==> config.mk <==
export PLATFORM = sky130hd
export DESIGN_NAME = display_request_arbiter
export DESIGN_NICKNAME = d
export VERILOG_FILES = /design/src/rtl/display_arb_pkg.sv /design/src/rtl/rr_arbiter.sv /design/src/rtl/display_request_arbiter.sv
export SDC_FILE = /design/constraint.sdc
export NUM_CORES = 1
export LEC_CHECK = 0
export ABC_AREA = 1
export BUFFER_PORTS_ARGS = -buffer_cell sky130_fd_sc_hd__buf_2
export CAP_MARGIN = 25
export CORE_ASPECT_RATIO = 0.5
export CORE_MARGIN = 5
export CORE_UTILIZATION = 25
export DETAILED_ROUTE_END_ITERATION = 10
export PLACE_DENSITY = 0.5
export REMOVE_ABC_BUFFERS = 1
export SLEW_MARGIN = 20
export SYNTH_ARGS = -nofsm -noshare
export SYNTH_HDL_FRONTEND = slang
export SYNTH_SLANG_ARGS = --single-unit
==> constraint.sdc <==
create_clock -name clk -period 6.2 [get_ports clk]
set_clock_uncertainty 0.2 [all_clocks]
set_input_delay 0.31 -clock clk [delete_from_list [all_inputs] [get_ports clk]]
set_output_delay 0.31 -clock clk [all_outputs]
set_load 0.02 [all_outputs]
==> src/rtl/display_arb_pkg.sv <==
// Shared state encoding, widths and helper function for the display request arbiter.
package display_arb_pkg;

  typedef enum logic [1:0] {
    IDLE    = 2'd0,
    START   = 2'd1,
    CONVERT = 2'd2,
    HOLD    = 2'd3
  } state_t;

  localparam int unsigned DATA_W = 8;
  localparam int unsigned BCD_W  = 12;

  // Ceiling log2 with a floor of 1 so single-value counters still get a bit.
  function automatic int unsigned clog2(input int unsigned n);
    int unsigned r;
    r = 1;
    while ((64'd1 << r) < 64'(n)) r++;
    return r;
  endfunction

endpackage

==> src/rtl/rr_arbiter.sv <==
// Combinational round-robin picker: first set request searching upward from pointer+1.
module rr_arbiter #(
  parameter int unsigned NUM_REQ = 4,
  parameter int unsigned IDX_W   = 2
) (
  input  logic [NUM_REQ-1:0] i_req,
  input  logic [IDX_W-1:0]   i_pointer,
  output logic [NUM_REQ-1:0] o_grant,
  output logic [IDX_W-1:0]   o_index,
  output logic               o_valid
);

  always_comb begin
    int unsigned j;
    o_grant = '0;
    o_index = '0;
    o_valid = 1'b0;
    j       = 0;
    for (int unsigned k = 1; k <= NUM_REQ; k++) begin
      j = 32'(i_pointer) + k;
      if (j >= NUM_REQ) j = j - NUM_REQ;
      if (!o_valid && i_req[j[IDX_W-1:0]]) begin
        o_valid              = 1'b1;
        o_index              = j[IDX_W-1:0];
        o_grant[j[IDX_W-1:0]] = 1'b1;
      end
    end
  end

endmodule

==> src/rtl/display_request_arbiter.sv <==
// Shares the BCD converter + display path among NUM_REQ requesters (round-robin).
// Optional DISPLAY_ARB_PRIORITY_EN: requester 0 gets fixed priority and may cut HOLD short.
module display_request_arbiter
  import display_arb_pkg::*;
#(
  parameter int unsigned NUM_REQ      = 4,
  parameter int unsigned HOLD_CYCLES  = 100000,
  parameter int unsigned CONV_TIMEOUT = 64
) (
  input  logic                      clk,
  input  logic                      reset,
  input  logic [NUM_REQ-1:0]        req,
  input  logic [NUM_REQ*DATA_W-1:0] req_data,
  output logic [NUM_REQ-1:0]        ack,
  output logic                      conv_start,
  output logic [DATA_W-1:0]         conv_binary,
  input  logic                      conv_eoc,
  input  logic [BCD_W-1:0]          conv_bcd,
  output logic [BCD_W-1:0]          disp_bcd,
  output logic                      disp_valid,
  output logic [2:0]                active_src,
  output logic                      timeout_err
);

  localparam int unsigned IDX_W   = clog2(NUM_REQ);
  localparam int unsigned CNT_MAX = (HOLD_CYCLES > CONV_TIMEOUT) ? HOLD_CYCLES : CONV_TIMEOUT;
  localparam int unsigned CNT_W   = clog2(CNT_MAX);

  state_t             r_state, w_state_nxt;
  logic [IDX_W-1:0]   r_ptr;
  logic [CNT_W-1:0]   r_cnt;

  logic [NUM_REQ-1:0] w_arb_grant, w_gnt_onehot;
  logic [IDX_W-1:0]   w_arb_index, w_gnt_idx;
  logic               w_arb_valid;
  logic [DATA_W-1:0]  w_gnt_data;
  logic               w_hold_abort;
  logic               w_take, w_start, w_cnt_clr, w_cnt_inc, w_eoc_take, w_timeout;

  rr_arbiter #(
    .NUM_REQ (NUM_REQ),
    .IDX_W   (IDX_W)
  ) u_rr (
    .i_req     (req),
    .i_pointer (r_ptr),
    .o_grant   (w_arb_grant),
    .o_index   (w_arb_index),
    .o_valid   (w_arb_valid)
  );

  always_comb begin
    w_gnt_onehot = w_arb_grant;
    w_gnt_idx    = w_arb_index;
`ifdef DISPLAY_ARB_PRIORITY_EN
    if (req[0]) begin
      w_gnt_onehot = {{(NUM_REQ-1){1'b0}}, 1'b1};
      w_gnt_idx    = '0;
    end
`endif
  end

`ifdef DISPLAY_ARB_PRIORITY_EN
  assign w_hold_abort = req[0];
`else
  assign w_hold_abort = 1'b0;
`endif

  always_comb begin
    w_gnt_data = '0;
    for (int unsigned i = 0; i < NUM_REQ; i++)
      if (w_gnt_onehot[i]) w_gnt_data = req_data[i*DATA_W +: DATA_W];
  end

  always_ff @(posedge clk) begin
    if (!reset) r_state <= IDLE;
    else        r_state <= w_state_nxt;
  end

  always_comb begin
    w_state_nxt = r_state;
    w_take      = 1'b0;
    w_start     = 1'b0;
    w_cnt_clr   = 1'b0;
    w_cnt_inc   = 1'b0;
    w_eoc_take  = 1'b0;
    w_timeout   = 1'b0;
    case (r_state)
      IDLE: begin
        if (w_arb_valid) begin
          w_take      = 1'b1;
          w_state_nxt = START;
        end
      end
      START: begin
        w_start     = 1'b1;
        w_cnt_clr   = 1'b1;
        w_state_nxt = CONVERT;
      end
      CONVERT: begin
        if (conv_eoc) begin
          w_eoc_take  = 1'b1;
          w_cnt_clr   = 1'b1;
          w_state_nxt = HOLD;
        end else if (r_cnt == CNT_W'(CONV_TIMEOUT - 1)) begin
          w_timeout   = 1'b1;
          w_state_nxt = IDLE;
        end else begin
          w_cnt_inc = 1'b1;
        end
      end
      HOLD: begin
        if (w_hold_abort || r_cnt == CNT_W'(HOLD_CYCLES - 1)) w_state_nxt = IDLE;
        else                                                  w_cnt_inc   = 1'b1;
      end
      default: w_state_nxt = IDLE;
    endcase
  end

  // All outputs are registered off the FSM decision, so they trail the state by one edge.
  always_ff @(posedge clk) begin
    if (!reset) begin
      r_ptr       <= IDX_W'(NUM_REQ - 1);
      r_cnt       <= '0;
      ack         <= '0;
      conv_start  <= 1'b0;
      timeout_err <= 1'b0;
      conv_binary <= '0;
      disp_bcd    <= '0;
      disp_valid  <= 1'b0;
      active_src  <= '0;
    end else begin
      ack         <= w_take ? w_gnt_onehot : '0;
      conv_start  <= w_start;
      timeout_err <= w_timeout;
      if (w_take) begin
        conv_binary <= w_gnt_data;
        r_ptr       <= w_gnt_idx;
      end
      if (w_cnt_clr)      r_cnt <= '0;
      else if (w_cnt_inc) r_cnt <= r_cnt + CNT_W'(1);
      if (w_eoc_take) begin
        disp_bcd   <= conv_bcd;
        active_src <= 3'(r_ptr);
        disp_valid <= 1'b1;
      end
    end
  end

endmodule

==> metrics, run 1 <==
status completed; nets 571; Max stage delay on crit path 0.52 ns; number of cells on the critical path 14; # fillers 1322; worst hold-check path type in -> reg; post-synth top area share 0.3371; final hold violations 0; Synth Instances 432; DRT Wirelength 7778 um; GR Util All Layers 0.1106; TritonCTS clock tree yes; adder-cell share of the synthesized area 0.05478; largest net degree at the start of global routing 19; cell family with most CP delay simple AND/OR/NAND/NOR gates; setup bufs post-CTS 0; power density over the cells 446.5 mW/mm^2; via count 2853; io pins 81; chip height 87.06 um; gr ovfl total 0; Synth Flop Type dfxtp_1; clock slew at reported path FFs 0.07 ns; Clock Root Buffer clkbuf_16; TritonCTS buffer count 5; Setup violations, final 0; CP max-delay cell dfxtp_1; Crit Path Max Fanout 10; die area 0.01429 mm^2; area grow syn2layout 23.09%; Rows 28; synth top area cells dfxtp_1 (34%), nand2_1 (14%), a21oi_1 (6.9%); hold path startpoint conv_eoc; yosys warns 0; Clock Sinks 50; first-pass GRT wire length 13050 um; min cycle time layout 2.919 ns; drt first pass iters 4; Final ANT Viol Nets 0; CP Launch Point r_ptr[1]; worst-margin pin slew 0.6130 ns; ANT cells 0; worst endpoint required time 6.15 ns; total of max-cap violations 0; I/O Buffers 79; leading cell type in the layout, fill and taps excluded nand2_1; WL per Instance 11.56 um; Slew Limit Fails 0; chip width 164.1 um; first-iteration detailed-routing DRC count 161; XOR/XNOR share of the synthesized area 0.01475; synthesized flop and latch total 50; crit end category flip-flop; Startpoint Class flip-flop; VDD IR max 0.0001455 V; post-CTS sizing 0; cts hold-fix bufs 0; RSZ-0062 raised after global routing false; Tcrit/Tclk final 0.4708; initial antenna violation count 0; crit-path cells inv_1 -> ha_1 -> inv_1 -> nand3_2 -> nand2_4 -> nor2_4 -> a21oi_2 -> nand3_2 -> inv_2 -> nand2_1 -> nand2_1 -> nand2_1 -> nand2_1 -> a21oi_2; sequential share of the synthesized area 0.3371; Worst Path Buf+Inv 3; largest family of logic cells by synthesized area simple AND/OR/NAND/NOR gates; number of library cell types mapped by synthesis 40; share of cells above drive strength 1 0.2520; post-route cell area 0.003655 mm^2; Max Root-Sink Buffers 2; Max Clock Freq 342.6 MHz; CP arrival 2.87 ns; vias in the first global route 2748; critical path class reg -> reg; post-synthesis compound-gate area fraction 0.1660; Post-synth EDFFs 0; worst r2r src r_ptr[1]; mux contribution to synthesized area 0; fin util 0.3123; most frequent cells in the layout nand2_1 (114), buf_2 (79), inv_1 (52), dfxtp_1 (50), a21oi_1 (41); Netlist Area Pre-Place 0.002969 mm^2; Worst path most repeated cell nand2_1; Core Area 0.01170 mm^2; slew margin rel. 0.5909; DRC 0; Min-Delay Path Depth 2; worst skew pair latency 0.29 ns; DP HPWL 6014 um; simple-gate portion of the synthesized area 0.3312; R2R cell count 14; routed vias/inst 4.239; Lkg Pwr 1.783 nW; Avg Cell Area, Syn 6.873 um^2; area of placed instances 0.003507 mm^2; htree depth 2; Initial Util 0.2537; asr flop ratio synth 0; GP Congestion 0.8211; leading area contributor after synthesis dfxtp_1; setup_tns 0 ns
-- synth_stat cells, types with 2 or more instances --
master,instances
nand2_1,114
inv_1,52
dfxtp_1,50
a21oi_1,41
nor2_1,39
o21ai_0,22
ha_1,13
a21oi_2,11
nand3_1,10
nand4_1,9
nor3_1,8
nand2_2,7
nand3_2,6
inv_2,5
clkbuf_1,4
nor4_1,4
xor2_1,4
buf_2,3
nand3_4,3
nor2_2,3
or2_2,3
buf_4,2
nor3b_1,2
-- final timing paths --
| check | end | slack (ns) |
|---|---|---|
| worst max register to register | conv_binary[0] | 3.28 |
| worst min-delay path | timeout_err | 0.04 |
| worst max-delay path | conv_binary[0] | 3.28 |
| worst min register to register | r_cnt[4] | 0.27 |
-- layer usage --
layer / up-vias / GRT usage / wire (um)
li1: 1532 / - / -
met1: 1288 / 0.1354 / 3495
met2: 28 / 0.2025 / 4033
met3: 5 / 0.01891 / 179
met4: 0 / 0.02816 / 70
met5: - / 0 / 0
-- cell families (layout without fill, tap and decap cells) --
logic type | Yosys count | after routing
xor+xnor | 5 | 5
fa+ha+maj | 13 | 13
flops | 50 | 50
simple gates | 211 | 211
other cells | 1 | 1
compound gates | 83 | 83
buf+inv | 69 | 145
-- final cells by class --
cell class	count	area [um^2]	area share
Clock buffer	7	142.6	0.03903
Clock inverter	1	5.005	0.001369
Inverter	58	217.7	0.05957
Multi-Input combinational cell	313	1687	0.4615
Sequential cell	50	1001	0.2739
Tap cell	165	206.4	0.05649
Timing Repair Buffer	79	395.4	0.1082
-- registers in the layout (all words and copies together), names as in the netlist --
register,cells
conv_start,1
active_src,2
r_cnt,17
conv_binary,8
ack,4
disp_bcd,12
r_ptr,2
r_state,2
disp_valid,1
timeout_err,1
-- per-stage QoR --
stage / cells / total power, mW / setup slack (ns) / hold WS, ns
global placement: 665 / 1.369 / 3.266 / 0.2503
detailed placement: 665 / 1.371 / 3.241 / 0.2563
global route: 673 / 1.790 / 2.978 / 0.04976
CTS: 673 / 1.650 / 3.227 / 0.05321
floorplan: 421 / 1.147 / 3.776 / 0.1880
finish: 673 / 1.632 / 3.281 / 0.04228
-- report_power, final --
part | internal, mW | switching, mW
sequential | 0.379 | 0.0413
clock | 0.160 | 0.115
combinational | 0.314 | 0.623
total | 0.853 | 0.779
Note: power is estimated with default switching activity, not from simulation.
==> run 2, diff against run 1 <==
==> constraint.sdc (replaced) <==
create_clock -name clk -period 2.7 [get_ports clk]
set_clock_uncertainty 0.2 [all_clocks]
set_input_delay 0.135 -clock clk [delete_from_list [all_inputs] [get_ports clk]]
set_output_delay 0.135 -clock clk [all_outputs]
set_load 0.02 [all_outputs]
==> run 2 against run 1 <==
  * Design area grew 6.1%
  * Wire length is 4.4% higher
  * Total power rose by 140%
  * Via count increased by 5.0%
  * Hold slack lost 0.040 ns
==> metrics, run 2 (synthesis results as in run 1) <==
status completed; GR Util All Layers 0.1188; VDD IR max 0.0002440 V; cell family with most CP delay simple AND/OR/NAND/NOR gates; Worst path most repeated cell nand2_1; Min-Delay Path Depth 5; die area 0.01429 mm^2; multi-input logic area 0.001687 mm^2; ANT cells 0; CP arrival 2.42 ns; P_int 2.018 mW; most frequent cells in the layout nand2_1 (114), buf_2 (79), inv_1 (52), dfxtp_1 (50), a21oi_1 (41); drt first pass iters 4; Crit Path Max Fanout 10; nets 595; Max Root-Sink Buffers 2; area grow syn2layout 30.64%; cts hold-fix bufs 16; gr ovfl total 0; Lkg Pwr 1.887 nW; non-filler cells, final 697; crit-path cells inv_2 -> ha_1 -> inv_1 -> nand3_2 -> nand2_4 -> nor2_4 -> a21oi_2 -> nand3_2 -> inv_2 -> nand2_1 -> nand2_1 -> nand2_1 -> nand2_1 -> a21oi_2; GP Congestion 0.8528; Initial Util 0.2537; initial antenna violation count 0; final hold violations 0; DRC 0; Comb pwr share 0.587; Tcrit/Tclk final 0.9019; TritonCTS clock tree yes; RSZ-0062 raised after global routing false; R2R cell count 14; io pins 81; hold path startpoint req_data[24]; Rows 28; clock slew at reported path FFs 0.07 ns; Reg with most FFs r_cnt; Core Area 0.01170 mm^2; Clock Sinks 50; # fillers 1332; crit end category flip-flop; power density over the cells 989.3 mW/mm^2; min cycle time layout 2.435 ns; Largest register FFs 17; DP HPWL 6147 um; via count 2995; worst reg-to-reg setup slack 0.26 ns; TritonCTS buffer count 5; post-CTS sizing 0; critical path class reg -> reg; Largest regs r_cnt x17, disp_bcd x12, conv_binary x8; WHS Endpoint conv_binary[0]; overall power 3.837 mW; WL per Instance 11.65 um; Setup violations, final 0; worst endpoint required time 2.68 ns; leading cell type in the layout, fill and taps excluded nand2_1; NetSw 1.820 mW; register area 0.001001 mm^2; Startpoint Class flip-flop; worst hold-check path type in -> reg; htree depth 2; total of max-cap violations 0; Final ANT Viol Nets 0; Clk pwr share 0.169; Clock Root Buffer clkbuf_16; area of placed instances 0.003567 mm^2; worst skew pair latency 0.29 ns; part of the power in registers 0.244; first-pass GRT wire length 14120 um; worst r2r src r_ptr[0]; post-route cell area 0.003879 mm^2; routed vias/inst 4.297; Switching Fraction 0.4742; Max stage delay on crit path 0.35 ns; Slew Limit Fails 0; largest net degree at the start of global routing 19; reg-to-reg critical path endpoint conv_binary[0]; Max Clock Freq 410.7 MHz; DRT Wirelength 8120 um; Worst Path Buf+Inv 3; chip width 164.1 um; I/O Buffers 79; first-iteration detailed-routing DRC count 152; chip height 87.06 um; share of cells above drive strength 1 0.2575; vias in the first global route 2970; setup bufs post-CTS 0; placed cell count 673; Final Hold Slack 0.002292 ns; CP max-delay cell dfxtp_1; setup_tns 0 ns
run 2: cell types whose count changed in the layout (fill, tap and decap cells not counted), sizes merged:
cell / delta
buf: +8
clkbuf: -1
clkinvlp: +1
dlygate4sd3: +16
run 2: per-layer routing:
metal	GRT usage	vias to the layer above	routed length, um
li1	-	1586	-
met4	0.03272	0	129
met2	0.2088	33	4027
met1	0.1529	1365	3783
met5	0	-	0
met3	0.01749	11	180
run 2: final cells by class:
type	instances	area share
Clock inverter	2	0.003226
Timing Repair Buffer	103	0.1587
Tap cell	165	0.05323
Sequential cell	50	0.2581
Inverter	58	0.05613
Clock buffer	6	0.03581
Multi-Input combinational cell	313	0.4348
run 2: worst max path at each step:
stage	start	endpoint	depth (start not counted)
after floorplan	r_ptr[1]	conv_binary[0]	14
final	r_ptr[0]	conv_binary[0]	14
after global placement	r_ptr[0]	conv_binary[0]	14
after CTS	r_ptr[0]	conv_binary[0]	14
after detailed placement	r_ptr[0]	conv_binary[0]	14
after global routing	r_ptr[1]	conv_binary[0]	14
run 2: power by group through the flow:
stage	clock network, mW	logic [mW]	registers, mW
final	0.649	2.25	0.937
after global routing	0.710	2.60	0.950
after CTS	0.670	2.26	0.938
after detailed placement	0	2.24	0.953
after global placement	0	2.24	0.952
after floorplan	0	1.56	1.08
run 2: worst register-to-register path: stages (launching register included):
cell and delay, ns:
dfxtp_1 0.35, inv_2 0.05, ha_1 0.35, inv_1 0.13
nand3_2 0.13, nand2_4 0.13, nor2_4 0.07, a21oi_2 0.13
nand3_2 0.24, inv_2 0.22, nand2_1 0.07, nand2_1 0.09
nand2_1 0.06, nand2_1 0.07, a21oi_2 0.05
run 2: metrics by stage:
stage            util  worst slack [ns]
3_3_place_gp   0.3049            0.3537
3_5_place_dp   0.3049            0.2929
6_report       0.3315            0.2650
2_1_floorplan       -            0.2759
4_1_cts        0.3315            0.2784
5_1_grt        0.3315           0.01949
==> run 3, diff against run 2 <==
--- a/config.mk
+++ b/config.mk
@@ -10,10 +10,9 @@
 export CAP_MARGIN = 25
 export CORE_ASPECT_RATIO = 0.5
 export CORE_MARGIN = 5
-export CORE_UTILIZATION = 25
+export CORE_UTILIZATION = 45
 export DETAILED_ROUTE_END_ITERATION = 10
-export PLACE_DENSITY = 0.5
-export REMOVE_ABC_BUFFERS = 1
+export PLACE_DENSITY = 0.76
 export SLEW_MARGIN = 20
 export SYNTH_ARGS = -nofsm -noshare
 export SYNTH_HDL_FRONTEND = slang
==> run 3 against run 2 <==
  * Setup slack improved by 0.020 ns
  * Via count decreased by 0.40%
  * Final cell count decreased by 11%
  * Sequential power about the same
  * Combinational power increased by 2%
  * Global-route usage increased by 5.8 points
  * Critical path depth unchanged
  * Sequential share of layout area increased by 0.54 points
  * Clock power increased by 7.1%
  * Die area decreased by 41%
  * Non-clock buffer count increased by 1
  * Largest cell class unchanged
==> metrics, run 3 (synthesis results as in run 1) <==
worst hold-check path type in -> reg; TritonCTS clock tree yes; DRT Wirelength 7410 um; Post-Syn Nets 496; I/O Buffers 79; first-pass GRT wire length 12290 um; Crit Path Max Fanout 10; Initial Util 0.4765; largest net degree at the start of global routing 19; area grow syn2layout 27.94%; most frequent cells in the layout nand2_1 (114), buf_2 (79), inv_1 (52), dfxtp_1 (50), a21oi_1 (41); total of max-cap violations 0; routed vias/inst 4.804; VDD IR max 0.0004323 V; Rows 20; min cycle time layout 2.415 ns; GR Util All Layers 0.1766; crit end category flip-flop; DP HPWL 5447 um; final hold violations 0; RSZ-0062 raised after global routing false; status completed; fin util 0.6096; Slew Limit Fails 0; power density over the cells 1036 mW/mm^2; Final ANT Viol Nets 0; Max Clock Freq 414.0 MHz; Clock Root Buffer clkbuf_16; chip width 124.9 um; leading cell type in the layout, fill and taps excluded nand2_1; share of cells above drive strength 1 0.2627; post-CTS sizing 0; # fillers 582; Setup violations, final 0; Max Root-Sink Buffers 2; Startpoint Class flip-flop; Clock Sinks 50; Core Area 0.006231 mm^2; die area 0.008421 mm^2; register area 0.001001 mm^2; drt first pass iters 4; WL per Instance 11.93 um; worst endpoint required time 2.67 ns; CP arrival 2.39 ns; Largest register FFs 17; GP Congestion 0.9237; io pins 81; chip height 67.44 um; initial antenna violation count 0; nets 596; setup_tns 0 ns; htree depth 2; gr ovfl total 0; clock slew at reported path FFs 0.07 ns; first-iteration detailed-routing DRC count 221; Reg with most FFs r_cnt; Largest regs r_cnt x17, disp_bcd x12, conv_binary x8; TritonCTS buffer count 5; Tcrit/Tclk final 0.8945; via count 2983; worst skew pair latency 0.29 ns; DRC 0; multi-input logic area 0.001687 mm^2; Lkg Pwr 1.903 nW; critical path class reg -> reg; ANT cells 0; vias in the first global route 2658
[run 3: cell types whose count changed in the layout (fill, tap and decap cells not counted), sizes merged]
| cell | previous run | this run |
|---|---|---|
| clkbuf | 6 | 5 |
| buf | 87 | 90 |
| clkinvlp | 1 | 0 |
| dlygate4sd3 | 16 | 14 |
| clkinv | 2 | 3 |
| bufinv | 0 | 1 |
[run 3: cell type report]
class                           instances  area share
Multi-Input combinational cell        313      0.4440
Sequential cell                        50      0.2635
Timing Repair Buffer                  104      0.1627
Inverter                               58     0.05731
Clock buffer                            5     0.03294
Tap cell                               88     0.02899
Clock inverter                          3     0.01054
[run 3: report_power, final]
group	switching, mW	internal (mW)
logic	1.50	0.803
registers	0.0679	0.870
clock network	0.262	0.433
[run 3: path summary, 6_finish.rpt]
kind,from,to,slack [ns],cells after the start
worst max-delay path,r_ptr[1],conv_binary[5],0.28,14
worst min-delay path,req_data[28],conv_binary[4],0.002,5
worst min register to register,r_cnt[4],r_cnt[4],0.26,2
worst max register to register,r_ptr[1],conv_binary[5],0.28,14
[run 3: stage by stage]
stage                     worst slack (ns)  total power [mW]  hold WS, ns  area [um^2]  instances
final                               0.2847             3.937     0.001754         3799        621
after global routing               0.05396             4.295      0.02344         3799        621
after CTS                           0.3128             3.933     0.001796         3799        621
after detailed placement            0.3450             3.202       0.1621         3493        599
after global placement              0.3580             3.179       0.1597         3493        599
after floorplan                     0.2686             2.713      0.01301         2969        432
[run 3: what timing repair did]
action / 4_1_cts / 5_1_grt
endpoints found under the hold margin: 14 / 0
setup buffers: 0 / 0
hold buffers: 14 / 0
[run 3: critical path, cell delays in order, from the launching register on]
cell,delay [ns]
dfxtp_1,0.34
inv_1,0.06
ha_1,0.33
inv_1,0.12
nand3_2,0.14
nand2_4,0.13
nor2_4,0.07
a21oi_2,0.13
nand3_2,0.22
inv_2,0.19
nand2_1,0.07
nand2_1,0.07
nand2_1,0.07
nand2_1,0.09
a21oi_2,0.06
[run 3: layer usage]
metal / wire [um] / GRT usage / vias up
met4: 147 / 0.07162 / 0
li1: - / - / 1585
met2: 3541 / 0.2997 / 67
met3: 312 / 0.03160 / 13
met1: 3408 / 0.2280 / 1318
met5: 0 / 0 / -
